===== src/rtl/decoder_link_pkg.sv =====
// Shared types, constants and helpers for the decoder link receiver.
// Imported by decoder_link_fifo and decoder_link_rx.
package decoder_link_pkg;

  localparam int CODE_W = 3;
  localparam int LINES  = 8;

  typedef enum logic [1:0] {
    IDLE  = 2'd0,
    DRIVE = 2'd1,
    GAP   = 2'd2
  } state_t;

  function automatic logic [LINES-1:0] onehot(input logic [CODE_W-1:0] code);
    return 8'h01 << code;
  endfunction

  // Counter width sized so a one-bit counter still exists for parameters of 0 or 1.
  function automatic int cnt_w(input int p);
    return (p < 2) ? 1 : $clog2(p);
  endfunction

endpackage


===== src/rtl/decoder_link_fifo.sv =====
// Small registered FIFO (power-of-two DEPTH) buffering received codes.
// A push is dropped when full and a pop is ignored when empty; there is no bypass.
module decoder_link_fifo
  import decoder_link_pkg::*;
#(
  parameter int DEPTH = 2,
  parameter int WIDTH = CODE_W
) (
  input  logic                       i_clk,
  input  logic                       i_rst,
  input  logic                       i_push,
  input  logic [WIDTH-1:0]           i_din,
  input  logic                       i_pop,
  output logic [WIDTH-1:0]           o_dout,
  output logic [$clog2(DEPTH):0]     o_count,
  output logic                       o_full,
  output logic                       o_empty
);

  localparam int PTR_W = $clog2(DEPTH);
  localparam int CNT_W = PTR_W + 1;

  logic [WIDTH-1:0] r_mem [DEPTH];
  logic [PTR_W-1:0] r_wr;
  logic [PTR_W-1:0] r_rd;
  logic [CNT_W-1:0] r_count;
  logic             w_push;
  logic             w_pop;

  assign o_full  = (r_count == CNT_W'(DEPTH));
  assign o_empty = (r_count == '0);
  assign o_count = r_count;
  assign o_dout  = r_mem[r_rd];

  assign w_push = i_push & ~o_full;
  assign w_pop  = i_pop & ~o_empty;

  always_ff @(posedge i_clk) begin
    if (w_push) begin
      r_mem[r_wr] <= i_din;
    end
  end

  // Pointers wrap naturally because DEPTH is a power of two.
  always_ff @(posedge i_clk) begin
    if (i_rst) begin
      r_wr    <= '0;
      r_rd    <= '0;
      r_count <= '0;
    end else begin
      if (w_push) begin
        r_wr <= r_wr + 1'b1;
      end
      if (w_pop) begin
        r_rd <= r_rd + 1'b1;
      end
      unique case ({w_push, w_pop})
        2'b10:   r_count <= r_count + 1'b1;
        2'b01:   r_count <= r_count - 1'b1;
        default: r_count <= r_count;
      endcase
    end
  end

endmodule


===== src/rtl/decoder_link_rx.sv =====
// Receive end of the encoded link: buffers 3-bit codes and replays them as one-hot lines.
// Optional odd-parity checking is enabled with `define DECODER_LINK_PARITY_EN.
//
// state | meaning
// IDLE  | link quiet, waiting for a buffered code
// DRIVE | one-hot pattern on dec_y, hold counter running
// GAP   | forced all-zero link, gap counter running
module decoder_link_rx
  import decoder_link_pkg::*;
#(
  parameter int DEPTH       = 2,
  parameter int HOLD_CYCLES = 1,
  parameter int GAP_CYCLES  = 0
) (
  input  logic              CLK,
  input  logic              RST,
  input  logic [CODE_W-1:0] dec_in,
  input  logic              EN_dec,
`ifdef DECODER_LINK_PARITY_EN
  input  logic              dec_par,
  output logic              err_par,
  output logic [7:0]        err_cnt,
`endif
  output logic              RDY_dec,
  output logic [LINES-1:0]  dec_y,
  output logic              dec_valid,
  output logic              RDY_idle
);

  localparam int CNT_W  = $clog2(DEPTH) + 1;
  localparam int HOLD_W = cnt_w(HOLD_CYCLES);
  localparam int GAP_W  = cnt_w(GAP_CYCLES);
  localparam logic [HOLD_W-1:0] HOLD_LD = HOLD_W'(HOLD_CYCLES - 1);
  localparam logic [GAP_W-1:0]  GAP_LD  = GAP_W'((GAP_CYCLES > 0) ? GAP_CYCLES - 1 : 0);

  state_t              r_state;
  logic [HOLD_W-1:0]   r_hold;
  logic [GAP_W-1:0]    r_gap;
  logic [LINES-1:0]    r_y;
  logic                r_valid;

  state_t              w_state_nx;
  logic [HOLD_W-1:0]   w_hold_nx;
  logic [GAP_W-1:0]    w_gap_nx;
  logic [LINES-1:0]    w_y_nx;
  logic                w_valid_nx;

  logic [CODE_W-1:0]   w_head;
  logic [CNT_W-1:0]    w_count;
  logic                w_full;
  logic                w_empty;
  logic                w_accept;
  logic                w_push;
  logic                w_pop;

  assign RDY_dec   = ~RST & ~w_full;
  assign RDY_idle  = ~RST & (r_state == IDLE) & (w_count == '0);
  assign dec_y     = r_y;
  assign dec_valid = r_valid;
  assign w_accept  = EN_dec & RDY_dec;

`ifdef DECODER_LINK_PARITY_EN
  logic       w_par_ok;
  logic       r_err_par;
  logic [7:0] r_err_cnt;

  // Odd parity: a good code has an odd number of ones across {dec_par, dec_in}.
  assign w_par_ok = ^{dec_par, dec_in};
  assign w_push   = w_accept & w_par_ok;
  assign err_par  = r_err_par;
  assign err_cnt  = r_err_cnt;

  always_ff @(posedge CLK) begin
    if (RST) begin
      r_err_par <= 1'b0;
      r_err_cnt <= 8'h00;
    end else begin
      r_err_par <= w_accept & ~w_par_ok;
      if (w_accept && !w_par_ok && r_err_cnt != 8'hFF) begin
        r_err_cnt <= r_err_cnt + 8'd1;
      end
    end
  end
`else
  assign w_push = w_accept;
`endif

  decoder_link_fifo #(
    .DEPTH (DEPTH),
    .WIDTH (CODE_W)
  ) u_fifo (
    .i_clk   (CLK),
    .i_rst   (RST),
    .i_push  (w_push),
    .i_din   (dec_in),
    .i_pop   (w_pop),
    .o_dout  (w_head),
    .o_count (w_count),
    .o_full  (w_full),
    .o_empty (w_empty)
  );

  always_comb begin
    w_state_nx = r_state;
    w_hold_nx  = r_hold;
    w_gap_nx   = r_gap;
    w_y_nx     = r_y;
    w_valid_nx = r_valid;
    w_pop      = 1'b0;
    unique case (r_state)
      IDLE: begin
        if (!w_empty) begin
          w_pop      = 1'b1;
          w_y_nx     = onehot(w_head);
          w_valid_nx = 1'b1;
          w_hold_nx  = HOLD_LD;
          w_state_nx = DRIVE;
        end
      end
      DRIVE: begin
        if (r_hold != '0) begin
          w_hold_nx = r_hold - 1'b1;
        end else if (GAP_CYCLES == 0 && !w_empty) begin
          // Back-to-back reload keeps the link busy with no zero cycle.
          w_pop      = 1'b1;
          w_y_nx     = onehot(w_head);
          w_hold_nx  = HOLD_LD;
        end else if (GAP_CYCLES == 0) begin
          w_y_nx     = '0;
          w_valid_nx = 1'b0;
          w_state_nx = IDLE;
        end else begin
          w_y_nx     = '0;
          w_valid_nx = 1'b0;
          w_gap_nx   = GAP_LD;
          w_state_nx = GAP;
        end
      end
      GAP: begin
        if (r_gap != '0) begin
          w_gap_nx = r_gap - 1'b1;
        end else begin
          w_state_nx = IDLE;
        end
      end
      default: begin
        w_y_nx     = '0;
        w_valid_nx = 1'b0;
        w_state_nx = IDLE;
      end
    endcase
  end

  always_ff @(posedge CLK) begin
    if (RST) begin
      r_state <= IDLE;
      r_hold  <= '0;
      r_gap   <= '0;
      r_y     <= '0;
      r_valid <= 1'b0;
    end else begin
      r_state <= w_state_nx;
      r_hold  <= w_hold_nx;
      r_gap   <= w_gap_nx;
      r_y     <= w_y_nx;
      r_valid <= w_valid_nx;
    end
  end

endmodule


===== config.mk =====
export PLATFORM = sky130hd
export DESIGN_NAME = decoder_link_rx
export DESIGN_NICKNAME = d
export VERILOG_FILES = /design/src/rtl/decoder_link_pkg.sv /design/src/rtl/decoder_link_fifo.sv /design/src/rtl/decoder_link_rx.sv
export SDC_FILE = /design/constraint.sdc
export NUM_CORES = 1
export LEC_CHECK = 0
export CORE_ASPECT_RATIO = 1.1
export CORE_MARGIN = 2
export CORE_UTILIZATION = 40
export CTS_CLUSTER_DIAMETER = 30
export DETAILED_ROUTE_END_ITERATION = 8
export PLACE_DENSITY = 0.65
export SLEW_MARGIN = 20
export SYNTH_ARGS = -nofsm -noshare
export SYNTH_HDL_FRONTEND = slang
export SYNTH_SLANG_ARGS = --single-unit

===== constraint.sdc =====
create_clock -name CLK -period 2.4 [get_ports CLK]
set_clock_uncertainty 0.15 [all_clocks]
set_input_delay 0.6 -clock CLK [delete_from_list [all_inputs] [get_ports CLK]]
set_output_delay 0.6 -clock CLK [all_outputs]
set_load 0.05 [all_outputs]

* Word level (Yosys, flattened, before mapping) *
Memory sizes are Yosys's and may differ from the RTL's. A register that Yosys moved wholly into a read port is not among the register bits.
Index checks and enable logic that the tools add are counted.

storage, ports and cells
  bits in latches = 0
  memory bits (read-only) = 0
  output and inout bits = 11
  memories kept = 1
  logic and storage cells = 68
  flip-flop bits (word level) = 17
  RAM bits = 6
  input port bits = 6

operators by class
  reductions and logical operators = 8
  multiply operators = 0
  bitwise operators = 10
  shift-type cells = 1
  divide/modulo/power cells = 0
  equal/unequal tests = 9
  $add $sub $neg = 6
  order comparisons = 0
  mux-type cells = 25

memory list
  memory        depth  bits a word  rd ports  clocked after memory_dff  wr ports  line                     source
  u_fifo.r_mem  2      3            1         1                         1         decoder_link_fifo.sv:23  logic [WIDTH-1:0] r_mem [DEPTH];

operator list
  kind                                                                   number
  8-bit 2-to-1 mux                                                       3
  8-bit case mux with 3 select lines                                     1
  1-bit 2-to-1 mux                                                       12
  2-bit 2-to-1 mux                                                       4
  4-bit AND reduction                                                    2
  1-bit by 3-bit << shifter with 8-bit output, first input constant      1
  1-bit AND                                                              6
  2-bit equality test, second input constant                             3
  2-bit != test, second input constant                                   3
  2-bit case mux with 3 select lines                                     1
  2-bit by 1-bit equality test with 1-bit output, second input constant  2
  2-bit logical NOT                                                      2
  1-bit NOT                                                              4
  1-bit case mux with 2 select lines                                     2
  2-bit case mux with 2 select lines                                     1
  2-bit nonzero test                                                     2
  1-bit case mux with 3 select lines                                     1
  3-bit AND reduction                                                    1
  1-bit adder, second input constant                                     2
  2-bit by 1-bit adder with 2-bit output, second input constant          1
  2-bit by 1-bit != test with 1-bit output, second input constant        1
  2-bit AND reduction                                                    1
  1-bit subtractor, second input constant                                2
  2-bit by 1-bit subtractor with 2-bit output, second input constant     1

* Logic depth before layout (Yosys ltp) *
Gate-level depths: netlist of the first run.

  depth after elaboration = 7
  gate-level depth with buffers = 9
  mapped depth without buffers = 9

* Cells and area by module *
Synthesis of the first run repeated with hierarchy kept, for this count alone.

second synthesis, totals
  cells, all modules = 80
  area, all modules = 848.3 sq um

by module, submodules not included
  module             cells each  sequential area each (sq um)  times used  area an instance (sq um)
  decoder_link_fifo  35          280.3                         1           437.9
  decoder_link_rx    45          180.2                         1           410.4

* Worst setup path before layout of the first run *
OpenSTA, ideal clock, no wires.

  path kind = input to output
  from = in RST
  to = out RDY_idle
  arrival time = 1,829 ps
  path slack = -179 ps
  stages = 2
  required time = 1,650 ps
  path buffers = 1
  cell sequence = buf_4 -> nor3_1

on the way
  cells in the longest elaborated chain, start to end = 3

ends and longest elaborated chain
  item                    line                   source
  start: declaration      decoder_link_rx.sv:16  input logic RST,
  1-bit NOT               decoder_link_rx.sv:57  assign RDY_idle = ~RST & (r_state == IDLE) & (w_count == '0);
  1-bit AND (2 in a row)  decoder_link_rx.sv:57
  end: declaration        decoder_link_rx.sv:27  output logic RDY_idle

No other way between the ends.

* Worst setup path in the final report of the first run *
Ends and elaborated chain as after synthesis.

==> results of run 1 <==
-- what timing repair did --
item / CTS / global route
setup buffers: 0 / 0
setup endpoints to repair: 0 / 2
resized for setup: 0 / 2
-- synthesized netlist by cell type, types with 3 or more instances --
cell type,instances,area share
or3_1,3,0.021
nand2_1,9,0.038
edfxtp_1,6,0.20
nor2_1,8,0.034
inv_1,6,0.026
ha_1,4,0.057
a21oi_1,4,0.023
o32ai_1,8,0.079
dfxtp_1,14,0.32
-- metrics by stage --
step,util,cells,hold slack (ps),TNS [ps],total power [mW]
floorplan,-,86,307,0,0.729
global placement,0.546,131,311,-43.6,0.850
detailed placement,0.546,131,321,-85.2,0.853
CTS,0.559,135,341,0,1.01
global route,0.561,135,364,-0.949,1.07
finish,0.561,135,339,0,1.01
-- cell families (layout without fill, tap and decap cells) --
| group | after synthesis | in the layout | synth area share |
|---|---|---|---|
| flip-flops | 20 | 20 | 0.522 |
| XOR/XNOR | 3 | 3 | 0.0298 |
| buffers and inverters | 11 | 32 | 0.0624 |
| AND/OR/NAND/NOR | 26 | 26 | 0.140 |
| AO/OA/AOI/OAI | 21 | 21 | 0.177 |
| adder cells (fa/ha/maj) | 4 | 4 | 0.0567 |
| multiplexers | 1 | 1 | 0.0113 |
-- cell type report --
cell class | instances | area, um2 | area share
Sequential cell | 20 | 460 | 0.402
Tap cell | 28 | 35.0 | 0.0306
Clock inverter | 1 | 3.75 | 0.00328
Multi-Input combinational cell | 55 | 374 | 0.326
Timing Repair Buffer | 22 | 228 | 0.199
Clock buffer | 3 | 22.5 | 0.0197
Inverter | 6 | 22.5 | 0.0197
-- layout by cell type, fill, tap and decap left out --
| master | synthesis | final |
|---|---|---|
| a21oi_1 | 4 | 4 |
| a21o_1 | 1 | 1 |
| mux2i_1 | 1 | 1 |
| dlymetal6s2s_1 | 0 | 1 |
| buf_12 | 0 | 2 |
| a2bb2oi_1 | 1 | 1 |
| clkinv_1 | 0 | 1 |
| o31ai_1 | 2 | 2 |
| inv_1 | 6 | 6 |
| nor2_2 | 0 | 1 |
| nand2_1 | 9 | 9 |
| clkdlybuf4s50_1 | 0 | 13 |
| and3_1 | 1 | 1 |
| or3_1 | 3 | 3 |
| xnor2_1 | 2 | 2 |
| nor2b_1 | 2 | 2 |
| o32ai_1 | 8 | 8 |
| xor2_1 | 1 | 1 |
| clkbuf_4 | 0 | 3 |
| o21ai_0 | 2 | 2 |
| nor3_2 | 0 | 1 |
| or2_1 | 1 | 1 |
| dfxtp_1 | 14 | 14 |
| a22oi_1 | 1 | 1 |
| edfxtp_1 | 6 | 6 |
| or4_4 | 1 | 1 |
| a32oi_1 | 2 | 2 |
| nor2_1 | 8 | 7 |
| ha_1 | 4 | 4 |
| buf_4 | 1 | 6 |
-- state kept, by name, indices dropped and copies added, names as in the netlist, named ones only --
register	count
u_fifo.r_rd	1
dec_valid	1
dec_y	8
u_fifo.r_wr	1
u_fifo.o_count	2
u_fifo.r_mem	6
-- power groups by stage --
stage | Clock (mW) | Sequential [mW] | Combinational, mW
2_1_floorplan | 0 | 0.488 | 0.241
3_3_place_gp | 0 | 0.428 | 0.422
3_5_place_dp | 0 | 0.430 | 0.423
4_1_cts | 0.166 | 0.422 | 0.427
5_1_grt | 0.184 | 0.428 | 0.460
6_report | 0.166 | 0.421 | 0.427
-- how the worst max path moves through the flow --
| stage | start | end | slack, ps |
|---|---|---|---|
| after floorplan | dec_valid | u_fifo.o_count[1] | 120 |
| after global placement | EN_dec | u_fifo.o_count[1] | -40 |
| after detailed placement | EN_dec | u_fifo.o_count[1] | -90 |
| after CTS | RST | RDY_dec | 30 |
| after global routing | RST | RDY_idle | -0.9 |
| final | RST | RDY_idle | 40 |
-- worst register-to-register path: cells and delay by family (launching register included) --
kind / cells / cell delay [ps]
buffers and inverters: 1 / 140
AO/OA/AOI/OAI: 1 / 130
adder cells (fa/ha/maj): 2 / 510
flip-flops: 1 / 360
AND/OR/NAND/NOR: 4 / 870
-- metal layers --
metal	track usage	up-vias	part of all wire	routed length (um)
met5	0	-	0	0
met1	0.174	314	0.47	793
met4	0.0571	0	0.011	19
met3	0.0339	2	0.028	47
li1	-	358	-	-
met2	0.244	13	0.49	814
==> key figures, run 1 <==
Outcome
  • Status: finished clean

Clocking
  • Hold Buf Count CTS: 0
  • Clock buffer depth: 2
  • Root buf cell: clkbuf_4
  • Worst-Skew Late Latency: 300 ps
  • Clk sink count: 20
  • H-Tree Depth: 1
  • TritonCTS buffer count: 3
  • TritonCTS clock tree: built
  • Clock transition at path regs: 110 ps

Global routing
  • First-pass GRT wire length: 2770 um
  • Initial antenna violation count: 0
  • Largest net degree at the start of global routing: 12
  • Total global routing overflow: 0
  • GRT Util Overall: 0.143
  • Vias in the first global route: about 630

Placed design
  • DP Area: 1110 um2
  • IO Port Bufs: 16
  • Setup WS pre-CTS: -85.2 ps
  • DP Wirelength: 1290 um
  • Routability cong.: 0.714

Setup path
  • Slowest cell on crit path: clkdlybuf4s50_1
  • Data required, critical path: roughly 1700 ps
  • Crit Reg-Reg Endpoint: u_fifo.o_count[1]
  • CP Class: primary input to primary output
  • CP top delay family: buffers and inverters
  • Critical path endpoint category: primary output
  • R2R Setup Slk: around 180 ps
  • WP buf/inv: 3
  • CP Launch Type: primary input
  • CP Cell Sequence: clkdlybuf4s50_1 -> buf_4 -> nor3_2 -> buf_12
  • RR Startpoint: u_fifo.o_count[1]
  • CP peak stage delay: 440 ps
  • Max FO, Critical Path: 7
  • Cell count of the worst reg-to-reg path: 8
  • CP Depth: 4
  • Worst Path Arrival: 1610 ps

Routing
  • Vias per std cell: ~5
  • DR DRC count: 0
  • First DRT Iteration DRCs: 7
  • Via count: 687
  • DRT antenna net count: 0
  • Routed len/inst: around 12 um
  • Routed WL: 1670 um
  • Pre-Repair DR Iteration Count: 4

Final layout
  • Nets@finish: 118
  • Share of layout cells above drive strength 1: 0.131
  • Final instance area: 1150 um2
  • Syn-to-layout area delta: 29.9%
  • # diodes: 0
  • Fillers: ~190

Synth
  • Syn nets: 96
  • Seq/Total Area, Yosys: 0.522
  • Post-Synthesis Cell Area: 882 um2
  • Number of enable flip-flop cells after synthesis: 6
  • Yosys warnings: 0
  • Synth cell types: 28
  • Synth Register Bits: 20
  • Syn_area_per_cell: between 10 and 15 um2
  • Ys flop type: dfxtp_1
  • Post-synthesis cell count: 86
  • Ys async rst share: 0

Timing
  • Final period util: 0.982
  • Minimum clock period: roughly 2400 ps
  • Final setup slack of the worst path: about 44 ps
  • Tightest Pin Transition: 572 ps
  • Hold Fails Final Rpt: 0
  • Final setup fails: 0
  • Pins over their slew limit: 0
  • RSZ-0062 raised after global routing: yes
  • Max Clk Rate: 424 MHz
  • Relative slew margins: 0.616

Hold path
  • Worst Hold End: dec_y[0]
  • Tightest Hold Check Type: register to register
  • Hold path depth: 2
  • Worst hold start: dec_y[0]

Job
  • Max-cap violations: 0

Die
  • Total die area: 2600 um2
  • I/O Pins: 17
  • Die Ht: ~53 um
  • Core area: between 2000 and 2500 um2
  • Row cnt: 17
  • Chip width: 48.8 um
  • Starting density of the core: 0.432

Power
  • P_int: 0.619 mW
  • Net Sw Frac: 0.389
  • Switching power: 0.394 mW
  • Leakage: ~0.44 nW
  • Worst IR Drop VDD: 0.000453 V
  • Share of power burned in registers: 0.415
  • Clk pwr share: 0.164
  • Power density over the cells: between 800 and 900 nW/um2
  • Comb power frac: 0.421
No activity file was read; power rests on OpenSTA's default activity.
==> run 2, diff against run 1 <==
Settings changed: PLACE_DENSITY 0.65 to 0.66, SYNTH_HIERARCHICAL set to 1.
==> run 2 against run 1 <==
Routed wire length down 12%. Worst setup slack better by 49 ps. Maximum frequency up 2.1%. Core utilization up 1.3 points. Final area up 0.11%.
==> key figures, run 2 <==
Power
  • Share of power burned in registers: 0.388 (-0.027)
  • Switching power: 0.440 mW (+11%)
  • Clk pwr share: 0.139 (-0.025)
  • Net Sw Frac: 0.389 (about the same)
  • Comb power frac: 0.473 (+0.052)
  • Leakage: 0.441 nW (-0.28%)
  • Power Total: 1.13 mW (+11%)
  • Power density over the cells: 984 nW/um2 (+11%)
  • Worst IR Drop VDD: 0.000622 V (+37%)
  • P_int: 0.690 mW (+11%)

Final layout
  • # diodes: 0 (unchanged)
  • Syn-to-layout area delta: 35.3%
  • Nets@finish: 115 (-2.5%)
  • Most frequent cells in the layout: clkdlybuf4s50_1 (14), dfxtp_1 (13), nand2_1 (9), buf_4 (6), edfxtp_1 (6)
  • Most common cell after layout, fill and taps aside: clkdlybuf4s50_1
  • Share of layout cells above drive strength 1: 0.202 (+0.0711)
  • Max FFs per register: 8 (unchanged)

Timing
  • Hold Fails Final Rpt: 0 (unchanged)
  • Final setup fails: 0 (unchanged)
  • Final period util: 0.961 (-0.0205)
  • Minimum clock period: 2310 ps (-49.2 ps)
  • RSZ-0062 raised after global routing: no
  • Tightest Pin Transition: 494 ps (-77.3 ps)
  • Pins over their slew limit: 0 (unchanged)
  • WHS: 326 ps (-13.7 ps)
  • Relative slew margins: 0.669 (+0.0537)
  • Max Clk Rate: 433 MHz (+2.1%)

Synth
  • Main combinational cell family by area after synthesis: simple AND/OR/NAND/NOR gates
  • Fraction of synthesized area in multiplexers: 0.0398 (+0.0285)
  • Synth area leaders: dfxtp_1 (33%), edfxtp_1 (21%), ha_1 (5.9%), o32ai_1 (4.1%), nand2_1 (4.0%)
  • Seq/Total Area, Yosys: 0.543 (+0.0208)
  • Cell with the most instances after synthesis: dfxtp_1
  • Synth Area in Compound Gates: 0.122 (-0.0549)
  • Synth Register Bits: 20 (unchanged)
  • Syn_area_per_cell: 10.6 um2 (+3.4%)
  • Top cell type's share of synthesized area: 0.330 (+0.0127)
  • Post-synthesis cell count: 80 (-7.0%)
  • Yosys warnings: 6 (+6)
  • Post-Synthesis Cell Area: 848 um2 (-3.8%)
  • Syn nets: 90 (-6.3%)
  • Number of enable flip-flop cells after synthesis: 6 (unchanged)
  • Area leader, netlist: dfxtp_1
  • Synth cell types: 27 (-3.6%)
  • Top post-synthesis cells by count: dfxtp_1 (14), nand2_1 (9), edfxtp_1 (6), nor2_1 (6), inv_1 (5)
  • Ys flop type: dfxtp_1
  • Synth Area in XOR/XNOR: 0.0413 (+0.0115)
  • Post-synthesis simple-gate area fraction: 0.158 (+0.0174)
  • Ys async rst share: 0 (unchanged)
  • Post-synthesis adder-cell area fraction: 0.0590 (+0.00226)

Global routing
  • Total global routing overflow: 0 (unchanged)
  • Vias in the first global route: 590 (-6.9%)
  • Largest net degree at the start of global routing: 16 (+4)
  • Initial antenna violation count: 0 (unchanged)
  • First-pass GRT wire length: 2460 um (-11%)
  • GRT Util Overall: 0.140 (-0.00267)

Setup path
  • Crit Reg-Reg Endpoint: u_fifo/o_count[1]
  • Critical path endpoint category: primary output
  • CP Class: register to primary output
  • WP buf/inv: 1 (-2)
  • Max FO, Critical Path: 7 (unchanged)
  • Data required, critical path: 1650 ps (about the same)
  • Worst Path Arrival: 1560 ps (-50 ps)
  • CP peak stage delay: 830 ps (+390 ps)
  • CP Cell Sequence: clkdlybuf4s50_1
  • Cell count of the worst reg-to-reg path: 8 (unchanged)
  • CP top delay family: buffers and inverters
  • CP Launch Type: register
  • R2R Setup Slk: 180 ps (about the same)
  • Slowest cell on crit path: clkdlybuf4s50_1
  • RR Startpoint: u_fifo/o_count[0]
  • Launch point of the worst path: dec_valid

Job
  • Max-cap violations: 0 (unchanged)

Clocking
  • TritonCTS clock tree: built
  • Worst-Skew Late Latency: 290 ps (about the same)
  • Hold Buf Count CTS: 0 (unchanged)
  • Clock buffer depth: 2 (unchanged)
  • Root buf cell: clkbuf_4
  • TritonCTS buffer count: 3 (unchanged)
  • Clock transition at path regs: 110 ps (about the same)
  • H-Tree Depth: 1 (unchanged)
  • Number of setup buffers added after CTS: 0 (unchanged)
  • Clk sink count: 20 (unchanged)

Routing
  • Routed WL: 1480 um (-12%)
  • First DRT Iteration DRCs: 2 (-5)
  • DR DRC count: 0 (unchanged)
  • Via count: 650 (-5.4%)
  • M1 WL: 650 um (-18%)
  • DRT antenna net count: 0 (unchanged)
  • Routed len/inst: 11.2 um (-9.8%)
  • Top Layer Used: met3
  • Routed wl met3: 60 um (+28%)
  • Pre-Repair DR Iteration Count: 3 (-1)
  • WL met2: 766 um (-5.9%)
  • Vias per std cell: 4.92 (-3.2%)

Hold path
  • Tightest Hold Check Type: register to register
  • Worst hold start: dec_y[2]
  • Hold path depth: 2 (unchanged)
  • Worst Hold End: dec_y[2]

Outcome
  • Status: finished clean

Die
  • Die Ht: 52.3 um (-1.8%)
  • Starting density of the core: 0.424 (-0.00770)
  • I/O Pins: 17 (unchanged)
  • Row cnt: 17 (unchanged)
  • Total die area: 2510 um2 (-3.5%)
  • Core area: 2000 um2 (-2.1%)
  • Chip width: 47.9 um (-1.8%)

Placed design
  • Routability cong.: 0.812 (+14%)
  • IO Port Bufs: 16 (unchanged)
  • DP Wirelength: 1110 um (-14%)
## run 2: cell types whose count changed after synthesis, moves of 2 or more
| cell | delta |
|---|---|
| o32ai_1 | -4 |
| a32oi_1 | -2 |
| o31ai_1 | -2 |
| mux2_2 | +3 |
| a21oi_1 | -2 |
| o22ai_1 | +4 |
| nor2_1 | -2 |
| nor2b_1 | -2 |
| or3b_1 | +2 |
## run 2: cell type report
type | count | area, um2
Clock buffer | 3 | 22.5
Sequential cell | 20 | 462
Inverter | 6 | 22.5
Clock inverter | 1 | 3.75
Tap cell | 28 | 35.0
Timing Repair Buffer | 22 | 225
Multi-Input combinational cell | 52 | 377
Fill cell | 199 | 852
## run 2: worst max path at each step
stage	slack, ps	cells past startpoint	end
detailed placement	-60	7	u_fifo/o_count[1]
CTS	10	3	RDY_idle
global placement	-10	7	u_fifo/o_count[1]
finish	90	1	dec_valid
floorplan	-110	2	RDY_idle
global route	20	1	dec_valid
## run 2: metal layers
layer,up-vias,GRT usage
met1,304,0.169
met2,13,0.227
met4,0,0.0676
li1,333,-
met3,0,0.0310
met5,-,0
## run 2: metrics by stage
step,instances,util,worst slack (ps),setup TNS (ps),cell area [um2]
CTS,132,0.573,14.2,0,1140
floorplan,80,-,-114,-114,858
detailed placement,128,0.555,-64.0,-89.8,1110
global route,132,0.574,23.7,0,1150
finish,132,0.574,93.1,0,1150
global placement,128,0.555,-11.8,-17.7,1110
## run 2: logic make-up (layout without fill, tap and decap cells)
kind of cell             count (synthesis)  after routing
flip-flops                              20             20
buffers and inverters                    8             32
XOR/XNOR                                 4              4
AO/OA/AOI/OAI                           15             15
adder cells (fa/ha/maj)                  4              4
multiplexers                             3              3
AND/OR/NAND/NOR                         26             26
## run 2: power by group through the flow
stage	Sequential, mW	Clock, mW	Combinational, mW
floorplan	0.523	0	0.269
CTS	0.436	0.164	0.534
detailed placement	0.442	0	0.518
global placement	0.440	0	0.516
finish	0.438	0.158	0.534
global route	0.446	0.184	0.586
## run 2: what timing repair did
item,in CTS,in global routing
endpoints found under the setup margin,1,2
gates cloned,0,0
endpoints found under the hold margin,0,0
pin swaps,0,1
gates resized for setup,1,1
## run 2: worst min-delay path: cells and delay by family (launching register included)
| kind | cells | cell delay, ps |
|---|---|---|
| AOI/OAI and AO/OA | 1 | 60 |
| and+or+nand+nor | 1 | 50 |
| DFF | 1 | 320 |
